$ cat config.mk
export PLATFORM = sky130hd
export DESIGN_NAME = uart_command_assembler
export DESIGN_NICKNAME = d
export VERILOG_FILES = /design/src/rtl/sensor_command_pkg.sv /design/src/rtl/interbyte_timer.sv /design/src/rtl/uart_command_assembler.sv
export SDC_FILE = /design/constraint.sdc
export NUM_CORES = 1
export LEC_CHECK = 0
export ABC_AREA = 1
export BUFFER_PORTS_ARGS = -buffer_cell sky130_fd_sc_hd__buf_2
export CAP_MARGIN = 10
export CELL_PAD_IN_SITES_DETAIL_PLACEMENT = 2
export CELL_PAD_IN_SITES_GLOBAL_PLACEMENT = 2
export CORE_UTILIZATION = 31
export CTS_CLUSTER_SIZE = 14
export DETAILED_ROUTE_END_ITERATION = 10
export GPL_ROUTABILITY_DRIVEN = 0
export PLACE_DENSITY_LB_ADDON = 0.1
export SYNTH_ARGS = -nofsm -noshare
export SYNTH_HDL_FRONTEND = slang
export SYNTH_SLANG_ARGS = --single-unit
$ cat constraint.sdc
create_clock -name clock -period 1.9 [get_ports clock]
set_input_delay 0.095 -clock clock [delete_from_list [all_inputs] [get_ports clock]]
set_output_delay 0.095 -clock clock [all_outputs]
set_load 0.03 [all_outputs]
$ cat src/rtl/sensor_command_pkg.sv
// Shared definitions for the host command path that sits behind the UART
// receiver: assembler state encoding, request-code constants, default
// legality limits and the command field width.
package sensor_command_pkg;

   // Assembler FSM states.
   typedef enum logic [1:0] {
      WAIT_CODE    = 2'd0,
      WAIT_ADDRESS = 2'd1,
      HOLD         = 2'd2
   } assembler_state_t;

   // Width of the code and address fields of a command.
   localparam int unsigned COMMAND_WIDTH = 8;

   // Request codes understood by the sensor controller.
   localparam logic [COMMAND_WIDTH-1:0] REQ_STATUS                = 8'h00;
   localparam logic [COMMAND_WIDTH-1:0] REQ_TEMPERATURE           = 8'h01;
   localparam logic [COMMAND_WIDTH-1:0] REQ_HUMIDITY              = 8'h02;
   localparam logic [COMMAND_WIDTH-1:0] REQ_TEMPERATURE_CONT_START = 8'h03;
   localparam logic [COMMAND_WIDTH-1:0] REQ_TEMPERATURE_CONT_STOP  = 8'h04;
   localparam logic [COMMAND_WIDTH-1:0] REQ_HUMIDITY_CONT_START    = 8'h05;
   localparam logic [COMMAND_WIDTH-1:0] REQ_HUMIDITY_CONT_STOP     = 8'h06;

   // Default legality limits: every defined request, 32 sensor addresses.
   localparam logic [COMMAND_WIDTH-1:0] DEFAULT_MAX_CODE    = REQ_HUMIDITY_CONT_STOP;
   localparam logic [COMMAND_WIDTH-1:0] DEFAULT_MAX_ADDRESS = 8'h1F;

   // A frame is legal when both fields are within their (unsigned) limits.
   function automatic logic frame_is_legal(
      input logic [COMMAND_WIDTH-1:0] code,
      input logic [COMMAND_WIDTH-1:0] address,
      input logic [COMMAND_WIDTH-1:0] max_code,
      input logic [COMMAND_WIDTH-1:0] max_address
   );
      return (code <= max_code) && (address <= max_address);
   endfunction

endpackage

$ cat src/rtl/interbyte_timer.sv
// Saturating inter-byte timer.
// Ports:
//   clock    - system clock
//   reset_n  - asynchronous active-low reset, count returns to 0
//   clear    - synchronous clear to 0 (has priority over enable)
//   enable   - advance the count by one this cycle
//   expired  - count has reached TIMEOUT_CLOCKS-1 (held there, never wraps)
// TIMEOUT_CLOCKS must be at least 2 so that the terminal count is non-zero.
module interbyte_timer #(
   parameter int unsigned TIMEOUT_CLOCKS = 3480
) (
   input  logic clock,
   input  logic reset_n,
   input  logic clear,
   input  logic enable,
   output logic expired
);

   localparam int unsigned COUNT_WIDTH = $clog2(TIMEOUT_CLOCKS);
   localparam logic [COUNT_WIDTH-1:0] LAST_COUNT = COUNT_WIDTH'(TIMEOUT_CLOCKS - 1);

   logic [COUNT_WIDTH-1:0] count_q;
   logic [COUNT_WIDTH-1:0] count_d;

   assign expired = (count_q == LAST_COUNT);

   // Stop advancing once the terminal count is reached so the flag stays up.
   always_comb begin
      count_d = count_q;
      if (clear) begin
         count_d = '0;
      end else if (enable && !expired) begin
         count_d = count_q + 1'b1;
      end
   end

   always_ff @(posedge clock or negedge reset_n) begin
      if (!reset_n) begin
         count_q <= '0;
      end else begin
         count_q <= count_d;
      end
   end

endmodule

$ cat src/rtl/uart_command_assembler.sv
// Assembles the two-byte host command (request code, then sensor address)
// from the UART receiver's byte strobe, validates it and hands it to the
// sensor controller over a valid/ready handshake.
// Ports:
//   clock, reset_n     - system clock, asynchronous active-low reset
//   has_data           - one-cycle strobe, data_received holds a new byte
//   data_received      - received byte
//   command_ready      - downstream accepts the presented command
//   command_valid      - command presented, held until accepted
//   command_code       - request code of the presented command
//   sensor_address     - sensor address of the presented command
//   frame_error        - one-cycle pulse, completed frame was illegal
//   timeout_error      - one-cycle pulse, address byte never arrived
//   overrun_error      - one-cycle pulse, byte dropped while holding a command
module uart_command_assembler
   import sensor_command_pkg::*;
#(
   parameter int unsigned               TIMEOUT_CLOCKS = 3480,
   parameter logic [COMMAND_WIDTH-1:0]  MAX_CODE       = DEFAULT_MAX_CODE,
   parameter logic [COMMAND_WIDTH-1:0]  MAX_ADDRESS    = DEFAULT_MAX_ADDRESS
) (
   input  logic                     clock,
   input  logic                     reset_n,
   input  logic                     has_data,
   input  logic [COMMAND_WIDTH-1:0] data_received,
   input  logic                     command_ready,
   output logic                     command_valid,
   output logic [COMMAND_WIDTH-1:0] command_code,
   output logic [COMMAND_WIDTH-1:0] sensor_address,
   output logic                     frame_error,
   output logic                     timeout_error,
   output logic                     overrun_error
);

   assembler_state_t          state_q, state_d;
   logic [COMMAND_WIDTH-1:0]  code_q, code_d;
   logic [COMMAND_WIDTH-1:0]  address_q, address_d;
   logic                      valid_q, valid_d;
   logic                      frame_error_q, frame_error_d;
   logic                      timeout_error_q, timeout_error_d;
   logic                      overrun_error_q, overrun_error_d;

   logic timer_clear;
   logic timer_enable;
   logic timer_expired;
   logic transfer;

   // The timer only runs while waiting for the address; it is held at zero
   // in every other state, so it always starts fresh on entering WAIT_ADDRESS.
   assign timer_clear  = (state_q != WAIT_ADDRESS);
   assign timer_enable = (state_q == WAIT_ADDRESS);

   interbyte_timer #(
      .TIMEOUT_CLOCKS (TIMEOUT_CLOCKS)
   ) u_interbyte_timer (
      .clock   (clock),
      .reset_n (reset_n),
      .clear   (timer_clear),
      .enable  (timer_enable),
      .expired (timer_expired)
   );

   assign transfer = valid_q && command_ready;

   // Next-state logic. Error pulses default low so each lasts one cycle, and
   // at most one of them can be raised per cycle by construction.
   always_comb begin
      state_d         = state_q;
      code_d          = code_q;
      address_d       = address_q;
      valid_d         = valid_q;
      frame_error_d   = 1'b0;
      timeout_error_d = 1'b0;
      overrun_error_d = 1'b0;

      unique case (state_q)
         WAIT_CODE: begin
            if (has_data) begin
               code_d  = data_received;
               state_d = WAIT_ADDRESS;
            end
         end

         WAIT_ADDRESS: begin
            // A byte arriving in the expiry cycle still counts as the address.
            if (has_data) begin
               address_d = data_received;
               if (frame_is_legal(code_q, data_received, MAX_CODE, MAX_ADDRESS)) begin
                  valid_d = 1'b1;
                  state_d = HOLD;
               end else begin
                  frame_error_d = 1'b1;
                  state_d       = WAIT_CODE;
               end
            end else if (timer_expired) begin
               timeout_error_d = 1'b1;
               code_d          = '0;
               state_d         = WAIT_CODE;
            end
         end

         HOLD: begin
            // A byte coincident with the transfer is the next frame's code.
            if (transfer) begin
               valid_d = 1'b0;
               if (has_data) begin
                  code_d  = data_received;
                  state_d = WAIT_ADDRESS;
               end else begin
                  state_d = WAIT_CODE;
               end
            end else if (has_data) begin
               overrun_error_d = 1'b1;
            end
         end

         default: begin
            valid_d = 1'b0;
            state_d = WAIT_CODE;
         end
      endcase
   end

   always_ff @(posedge clock or negedge reset_n) begin
      if (!reset_n) begin
         state_q         <= WAIT_CODE;
         code_q          <= '0;
         address_q       <= '0;
         valid_q         <= 1'b0;
         frame_error_q   <= 1'b0;
         timeout_error_q <= 1'b0;
         overrun_error_q <= 1'b0;
      end else begin
         state_q         <= state_d;
         code_q          <= code_d;
         address_q       <= address_d;
         valid_q         <= valid_d;
         frame_error_q   <= frame_error_d;
         timeout_error_q <= timeout_error_d;
         overrun_error_q <= overrun_error_d;
      end
   end

   assign command_valid  = valid_q;
   assign command_code   = code_q;
   assign sensor_address = address_q;
   assign frame_error    = frame_error_q;
   assign timeout_error  = timeout_error_q;
   assign overrun_error  = overrun_error_q;

endmodule

# --- After elaboration in Yosys (flattened, before gate mapping) ---
# Cells that the tools add are included.
op_classes:
  add_sub_neg: 1
  div: 0
  reduce_logical: 11
  n_eq_ne: 11
  order_cmp: 2
  shifts: 0
  n_mux: 27
  mul: 0
  n_bitwise: 1
op_table:
  columns: ["cell", "count"]
  rows:
  - ["8-bit 2-to-1 mux", 4]
  - ["12-bit 2-to-1 mux", 2]
  - ["8-bit one-hot mux with 3 select lines", 1]
  - ["1-bit 2-to-1 mux", 13]
  - ["12-bit by 1-bit adder with 12-bit output (second input constant)", 1]
  - ["12-bit equality test (second input constant)", 1]
  - ["2-bit inequality test (second input constant)", 6]
  - ["2-bit 2-to-1 mux", 5]
  - ["8-bit by 3-bit <= comparator with 1-bit output (second input constant)", 1]
  - ["8-bit by 5-bit <= comparator with 1-bit output (second input constant)", 1]
  - ["4-bit AND reduction", 2]
  - ["2-bit one-hot mux with 3 select lines", 1]
  - ["1-bit logical AND", 3]
  - ["3-bit inequality test (second input constant)", 1]
  - ["1-bit one-hot mux with 3 select lines", 1]
  - ["3-bit AND reduction", 1]
  - ["3-bit nonzero test", 1]
  - ["2-bit by 1-bit equality test with 1-bit output (second input constant)", 1]
  - ["2-bit equality test (second input constant)", 1]
  - ["2-bit zero test", 1]
  - ["2-bit by 1-bit inequality test with 1-bit output (second input constant)", 1]
  - ["2-bit AND reduction", 1]
  - ["2-bit nonzero test", 1]
  - ["1-bit zero test", 1]
  - ["1-bit NOT", 1]
word_totals:
  latch_bits: 0
  in_bits: 12
  word_cells: 61
  mem_bits_rw: 0
  rom_bits: 0
  n_memories: 0
  register_bits: 34

# --- Depth between registers and ports, before layout ---
# Gate-level depths: netlist of run 1.
logic_depth:
  ltp_word: 5
  mapped_depth: 10
  depth_no_buf: 10

# --- Hierarchy ---
# A second synthesis of run 1 with hierarchy kept.
hier_totals:
  cells_unflattened: 213
  area_unflattened_um2: 1798.0
by_module_without_submodules:
  columns: ["mod", "seq_area_each_um2", "area_per_inst_um2", "instances", "cells_each"]
  rows:
  - ["uart_command_assembler", 550.5, 996.0, 1, 98]
  - ["interbyte_timer", 300.3, 802.0, 1, 115]

# --- Worst setup path after synthesis of run 1 ---
# OpenSTA, ideal clock, no wires.
synth_path:
  kind: "register to register"
  start: "register u_interbyte_timer.count_q[0]"
  end: "register code_q[0], in the netlist command_code[0]"
  t_arrival_ns: 1.223
  setup_slack_ns: 0.559
  path_stages_with_launch: 11
  path_buffers: 0
  required_ns: 1.782
  cell_sequence: "dfrtp_1 > ha_1 > nand2_1 > inv_1 > nand2_1 > nor2_4 > nand3_2 > nand2_4 > nand2_4 > nand2_1 > nand2_1"
synth_via:
  elab_chain_len: 3
synth_rtl:
  columns: ["item", "line", "rtl"]
  rows:
  - ["from (decl)", "interbyte_timer.sv:22", "logic [COUNT_WIDTH-1:0] count_q;"]
  - ["from (signal assigned)", "interbyte_timer.sv:41", "count_q <= count_d;"]
  - ["12-bit equality test", "interbyte_timer.sv:25", "assign expired = (count_q == LAST_COUNT);"]
  - ["2-bit inequality test (no source line)", null, null]
  - ["4-bit AND reduction (no source line)", null, null]
  - ["to (signal assigned)", "uart_command_assembler.sv:135", "code_q <= code_d;"]
  - ["to (decl)", "uart_command_assembler.sv:36", "logic [COMMAND_WIDTH-1:0] code_q, code_d;"]
# No other way between the ends.
# A chain may end at the register's enable or synchronous reset.

# --- Worst setup path after layout of run 1 ---
layout_path:
  start: "register u_interbyte_timer.count_q[0]"
  end: "register code_q[2], in the netlist command_code[2]"
# The elaborated chain is that of the path after synthesis.

==> results.sh, run 1 <==
export IMPL_post_cts_resized=0
export IMPL_finalWorstSetupSlack_ps=321
export IMPL_grt_pass1_vias=1588
export IMPL_use_met2=0.313
export IMPL_endpoint_kind="register"
export IMPL_fin_setup_tns_ps=0
export IMPL_synth_warnings=0
export IMPL_layout_drive_gt1_share=0.227
export IMPL_clock_sinks=34
export IMPL_initial_core_util=0.326
export IMPL_fp_coreArea_um2=5170
export IMPL_netlist_top_cells_area="dfrtp_1 (50%), nand2_1 (13%), nor2_1 (7.1%)"
export IMPL_crit_type="reg -> reg"
export IMPL_synth_cell_types=24
export IMPL_ant_nets=0
export IMPL_holdBufCountCts=1
export IMPL_startpoint_type="register"
export IMPL_cp_num_cells=10
export IMPL_cp_arrival_ps=1760
export IMPL_syn_nets=222
export IMPL_ff2ff_path_depth=10
export IMPL_cts_buffer_depth=2
export IMPL_cp_max_fo=9
export IMPL_rr_endpoint="command_code[2]"
export IMPL_use_met3=0.0437
export IMPL_dp_worst_setup_slack_ps=369
export IMPL_relSlewSlack=0.467
export IMPL_switchingPower_mw=1.32
export IMPL_io_buffers=31
export IMPL_maxSlewViolCount=0
export IMPL_rsz0062_at_grt="no"
export IMPL_grt_antenna_before_repair=0
export IMPL_crit_family="simple AND/OR/NAND/NOR gates"
export IMPL_syn_area_per_cell_um2=8.06
export IMPL_cts_root_buf="clkbuf_8"
export IMPL_hp_start="data_received[4]"
export IMPL_drv_cap=0
export IMPL_ios=32
export IMPL_final_nets=259
export IMPL_cts_setup_buffers=0
export IMPL_fin_skew_ps=10.9
export IMPL_fmax_mhz=633
export IMPL_ir_drop_mv=0.626
export IMPL_combinationalPowerShare=0.420
export IMPL_power_frac_seq=0.383
export IMPL_routed_wirelength_mm=4.59
export IMPL_ys_seq_area_frac=0.505
export IMPL_busiest_layer="met2"
export IMPL_dieArea_um2=5740
export IMPL_synth_simple_area_share=0.317
export IMPL_switching_share=0.457
export IMPL_cts_htree_levels=2
export IMPL_dpl_hpwl_mm=3.38
export IMPL_die_h_um=75.7
export IMPL_ff2ff_setup_slack_ps=320
export IMPL_synthAdderAreaFrac=0.00742
export IMPL_cts_buffers=5
export IMPL_vias_per_cell=4.75
export IMPL_diodes=0
export IMPL_crit_slowest_cell="dfrtp_1"
export IMPL_grt_max_degree=35
export IMPL_hold_viol=0
export IMPL_synthXorXnorAreaFrac=0.0104
export IMPL_grt_pass1_wl_mm=7.69
export IMPL_rows=26
export IMPL_critPathBufInv=1
export IMPL_power_leakage_nw=1.01
export IMPL_finalSetupViolations=0
export IMPL_grt_ovfl_total=0
export IMPL_critPathRequiredTime_ps=2090
export IMPL_clockPowerShare=0.197
export IMPL_grt_util_met1=0.234
export IMPL_worstSkewPairLatency_ps=290
export IMPL_first_pass_iters=3
export IMPL_timing_rr_start="u_interbyte_timer.count_q[0]"
export IMPL_tightest_slew_ps=800
export IMPL_slowest_delay_ps=390
export IMPL_p_int_mw=1.57
export IMPL_routedWlPerCell_um=14.5
export IMPL_synth_compound_area_frac=0.0958
export IMPL_clkTransAtPathRegs_ps=80
export IMPL_synth_seq_cells=34
export IMPL_drc=0
export IMPL_syn_cell_area_um2=1690
export IMPL_cts_tree="built"
export IMPL_p_per_area_nw_per_um2=1440
export IMPL_critPathLaunch="u_interbyte_timer.count_q[0]"
export IMPL_yosysTopAreaCellShare=0.505
export IMPL_crit_top_cell="nand2_1"
export IMPL_synth_top_area_cell="dfrtp_1"
export IMPL_die_width_um=75.7
export IMPL_synth_area_mux_share=0
export IMPL_synth_top_family_by_area="simple AND/OR/NAND/NOR gates"
export IMPL_outcome="complete, no violations"
export IMPL_fin_crit_sh=0.831
export IMPL_synthCells=209
export IMPL_syn_to_final_growth_pct=19.5
export IMPL_drt_iter0_drc=39
export IMPL_vias=1507
export IMPL_critPathCapture="command_code[2]"
export IMPL_crit_chain="ha_1, nand2_1, inv_1, nand2_1, nor2_4, nand3_2, nand2_4, nand2_4, nand2_1, nand2_1"
export IMPL_post_route_min_period_ps=1580
export IMPL_gr_usage_all_layers=0.185
export IMPL_hold_path_class="in -> reg"
## placed cells by master, fill, tap and decap left out, types with 3 or more instances in the layout
master,n
o21ai_2,9
nor3_1,4
nand3_1,16
inv_1,21
nand2_4,3
nand2_1,59
dfrtp_1,34
o21ai_0,9
a21oi_1,5
clkbuf_8,6
nor2_1,32
buf_2,31
## tightest hold or removal path, stage by stage
cell and delay (ps):
buf_2 90, inv_1 80, o21ai_2 60
## how the worst min path moves through the flow
stage,endpoint,cells past startpoint
2_1_floorplan,command_code[0],0
3_3_place_gp,u_interbyte_timer.count_q[5],1
3_5_place_dp,u_interbyte_timer.count_q[5],1
4_1_cts,sensor_address[4],3
5_1_grt,sensor_address[4],3
6_report,sensor_address[4],3
## kinds of logic after synthesis
family / after synthesis
AO/OA/AOI/OAI: 25
flip-flops: 34
adder cells (fa/ha/maj): 1
buffers and inverters: 26
AND/OR/NAND/NOR: 121
XOR/XNOR: 2
## state kept, by name, summed over array words and instances (netlist names)
| signal | cells |
|---|---|
| u_interbyte_timer.count_q | 12 |
| overrun_error | 1 |
| timeout_error | 1 |
| frame_error | 1 |
| sensor_address | 8 |
| command_code | 8 |
| command_valid | 1 |
| state_q | 2 |
## power groups by stage
| stage | logic [mW] | registers (mW) | clock network, mW |
|---|---|---|---|
| after floorplan | 0.524 | 1.45 | 0 |
| after global placement | 1.21 | 1.12 | 0 |
| after detailed placement | 1.23 | 1.12 | 0 |
| after CTS | 1.24 | 1.11 | 0.587 |
| after global routing | 1.35 | 1.14 | 0.625 |
| final | 1.21 | 1.11 | 0.571 |
## synthesized netlist by cell type
master / instances
clkinv_1: 1
buf_6: 1
o21ai_2: 9
buf_4: 1
o21ai_1: 1
nor4_1: 1
nor2_4: 2
o21bai_1: 1
nor2_1: 32
nor3b_1: 1
xor2_1: 2
o21ai_0: 9
and3_1: 1
nand3_1: 16
ha_1: 1
inv_1: 21
nand3_2: 1
a21oi_1: 5
nand2_4: 3
nand4_1: 1
nor3_1: 4
nand2_1: 59
inv_2: 2
dfrtp_1: 34
## layer usage
layer / routed length, µm / share of wire
met1: 2190 / 0.48
met2: 2200 / 0.48
met3: 159 / 0.035
met4: 46 / 0.010
met5: 0 / 0
## per-stage QoR
stage	total power [mW]	utilization	instance area, µm²	cells	hold WS [ps]
5_1_grt	3.12	0.389	2010	317	67.3
2_1_floorplan	1.98	-	1690	209	-201
3_3_place_gp	2.33	0.369	1910	308	236
3_5_place_dp	2.35	0.369	1910	308	234
6_report	2.89	0.389	2010	317	69.1
4_1_cts	2.94	0.389	2010	317	67.4
## layout make-up
cell class / count / area (µm²)
fill: 614 / 3160
inverter: 24 / 90.1
multi-input combinational: 149 / 726
clock inverter: 2 / 12.5
sequential: 34 / 851
clock buffer: 6 / 82.6
timing repair buffer: 32 / 165
tap: 70 / 87.6
Note: power is estimated with default switching activity, not from simulation.
==> inputs of run 2 (changes only) <==
==> constraint.sdc (replaced) <==
create_clock -name clock -period 1.56 [get_ports clock]
set_input_delay 0.078 -clock clock [delete_from_list [all_inputs] [get_ports clock]]
set_output_delay 0.078 -clock clock [all_outputs]
set_load 0.03 [all_outputs]
==> run 2 against run 1 <==
  * Worst hold slack lost 7.8 ps
  * Final cell count rose by 2.8%
  * Clock skew fell by 6.6 ps
  * Clock power increased by 21%
  * Critical path depth is the same
  * Non-clock buffer count up 9
  * Register-to-register slack worse by 250 ps
  * Cell area up 5.3%
  * Global-route usage rose by 0.17 points
  * Critical path type unchanged
  * Largest cell class unchanged
==> results.sh, run 2 (synthesized netlist as in run 1, its figures left out) <==
export IMPL_outcome="complete, no violations"
export IMPL_worstSkewPairLatency_ps=290
export IMPL_post_route_min_period_ps=1490
export IMPL_vias=1541
export IMPL_hold_viol=0
export IMPL_largest_reg_flops=12
export IMPL_hp_start="data_received[3]"
export IMPL_drv_cap=0
export IMPL_critPathBufInv=1
export IMPL_dpl_hpwl_mm=3.53
export IMPL_tightest_slew_ps=491
export IMPL_clkTransAtPathRegs_ps=70
export IMPL_fill_cells=619
export IMPL_final_area_um2=2120
export IMPL_grt_max_degree=35
export IMPL_largest_register="u_interbyte_timer.count_q"
export IMPL_grt_antenna_before_repair=0
export IMPL_maxSlewViolCount=0
export IMPL_cp_arrival_ps=1670
export IMPL_ios=32
export IMPL_mostFrequentLayoutCells="nand2_1 (55), dfrtp_1 (34), buf_2 (31)"
export IMPL_rsz0062_at_grt="yes"
export IMPL_grt_ovfl_total=0
export IMPL_fin_skew_ps=4.33
export IMPL_crit_type="reg -> reg"
export IMPL_whs_path_depth=3
export IMPL_final_common_cell="nand2_1"
export IMPL_multiInputGateArea_um2=743
export IMPL_crit_slowest_cell="dfrtp_1"
export IMPL_die_h_um=75.7
export IMPL_dieArea_um2=5740
export IMPL_diodes=0
export IMPL_relSlewSlack=0.672
export IMPL_hold_path_class="in -> reg"
export IMPL_cts_htree_levels=2
export IMPL_placed_area_um2=1950
export IMPL_ir_drop_mv=0.801
export IMPL_power_leakage_nw=1.07
export IMPL_initial_core_util=0.326
export IMPL_hold_path_endpoint="sensor_address[3]"
export IMPL_final_nets=268
export IMPL_fin_setup_tns_ps=0
export IMPL_routed_wirelength_mm=4.78
export IMPL_rr_endpoint="command_code[7]"
export IMPL_finalSetupViolations=0
export IMPL_seq_area_um2=851
export IMPL_finalPower_mw=3.68
export IMPL_ff2ff_setup_slack_ps=70
export IMPL_first_pass_iters=4
export IMPL_rows=26
export IMPL_startpoint_type="register"
export IMPL_fmax_mhz=673
export IMPL_fin_crit_sh=0.953
export IMPL_clock_sinks=34
export IMPL_endpoint_kind="register"
export IMPL_ant_nets=0
export IMPL_grt_pass1_wl_mm=7.73
export IMPL_fin_hold_ws_ps=61.2
export IMPL_routedWlPerCell_um=14.7
export IMPL_cts_buffer_depth=2
export IMPL_timing_rr_start="u_interbyte_timer.count_q[1]"
export IMPL_p_per_area_nw_per_um2=1740
export IMPL_drt_iter0_drc=41
export IMPL_cts_tree="built"
export IMPL_crit_family="simple AND/OR/NAND/NOR gates"
export IMPL_die_width_um=75.7
export IMPL_cp_max_fo=8
export IMPL_slowest_delay_ps=380
export IMPL_vias_per_cell=4.73
export IMPL_syn_to_final_growth_pct=25.8
export IMPL_cts_buffers=5
export IMPL_critPathRequiredTime_ps=1740
export IMPL_cts_root_buf="clkbuf_8"
export IMPL_fin_cells=326
export IMPL_ff2ff_path_depth=10
export IMPL_dp_cells=312
export IMPL_crit_chain="ha_2, nand2_2, inv_2, nand2_2, nor2_4, nand3_2, nand2_4, nand2_4, nand2_1, nand2_1"
export IMPL_fp_coreArea_um2=5170
export IMPL_io_buffers=31
export IMPL_gr_usage_all_layers=0.187
export IMPL_drc=0
export IMPL_grt_pass1_vias=1595
export IMPL_layout_drive_gt1_share=0.281
-- run 2: metal layers --
metal	global-route usage	part of all wire	up-vias
li1	-	-	750
met2	0.310	0.49	25
met1	0.238	0.47	760
met5	0	0	-
met3	0.0503	0.031	6
met4	0.0556	0.011	0
-- run 2: area by class of cell --
| type | instances | share of cell area |
|---|---|---|
| Clock buffer | 7 | 0.0407 |
| Clock inverter | 1 | 0.00236 |
| Inverter | 24 | 0.0425 |
| Multi-Input combinational cell | 149 | 0.350 |
| Sequential cell | 34 | 0.401 |
| Tap cell | 70 | 0.0413 |
| Timing Repair Buffer | 41 | 0.122 |
-- run 2: metrics by stage --
stage,util,setup slack [ps]
final,0.410,73.4
after global routing,0.410,-47.0
after CTS,0.402,8.96
after detailed placement,0.377,27.4
after global placement,0.377,102
after floorplan,-,219
-- run 2: worst max path at each step --
stage	start	to	slack, ps	cells past startpoint
final	u_interbyte_timer.count_q[1]	command_code[7]	70	10
after global routing	u_interbyte_timer.count_q[1]	command_code[7]	-50	10
after CTS	u_interbyte_timer.count_q[1]	command_code[6]	9	10
after detailed placement	u_interbyte_timer.count_q[0]	command_code[7]	30	10
after global placement	u_interbyte_timer.count_q[0]	command_code[1]	100	10
after floorplan	u_interbyte_timer.count_q[0]	command_code[0]	220	10
-- run 2: power breakdown --
part	internal, mW	switching (mW)
sequential	1.14	0.195
clock	0.356	0.337
combinational	0.534	1.11
-- run 2: worst reg2reg max path: stages (launching register included) --
cell	delay [ps]
dfrtp_1	380
ha_2	210
nand2_2	80
inv_2	90
nand2_2	60
nor2_4	90
nand3_2	100
nand2_4	120
nand2_4	100
nand2_1	110
nand2_1	60
-- run 2: repair_timing --
action | in CTS | in global routing
resized for setup | 0 | 8
hold buffers | 1 | 0
setup buffers | 2 | 3
pin swaps | 1 | 2
setup endpoints to repair | 3 | 11
hold endpoints to repair | 34 | 0
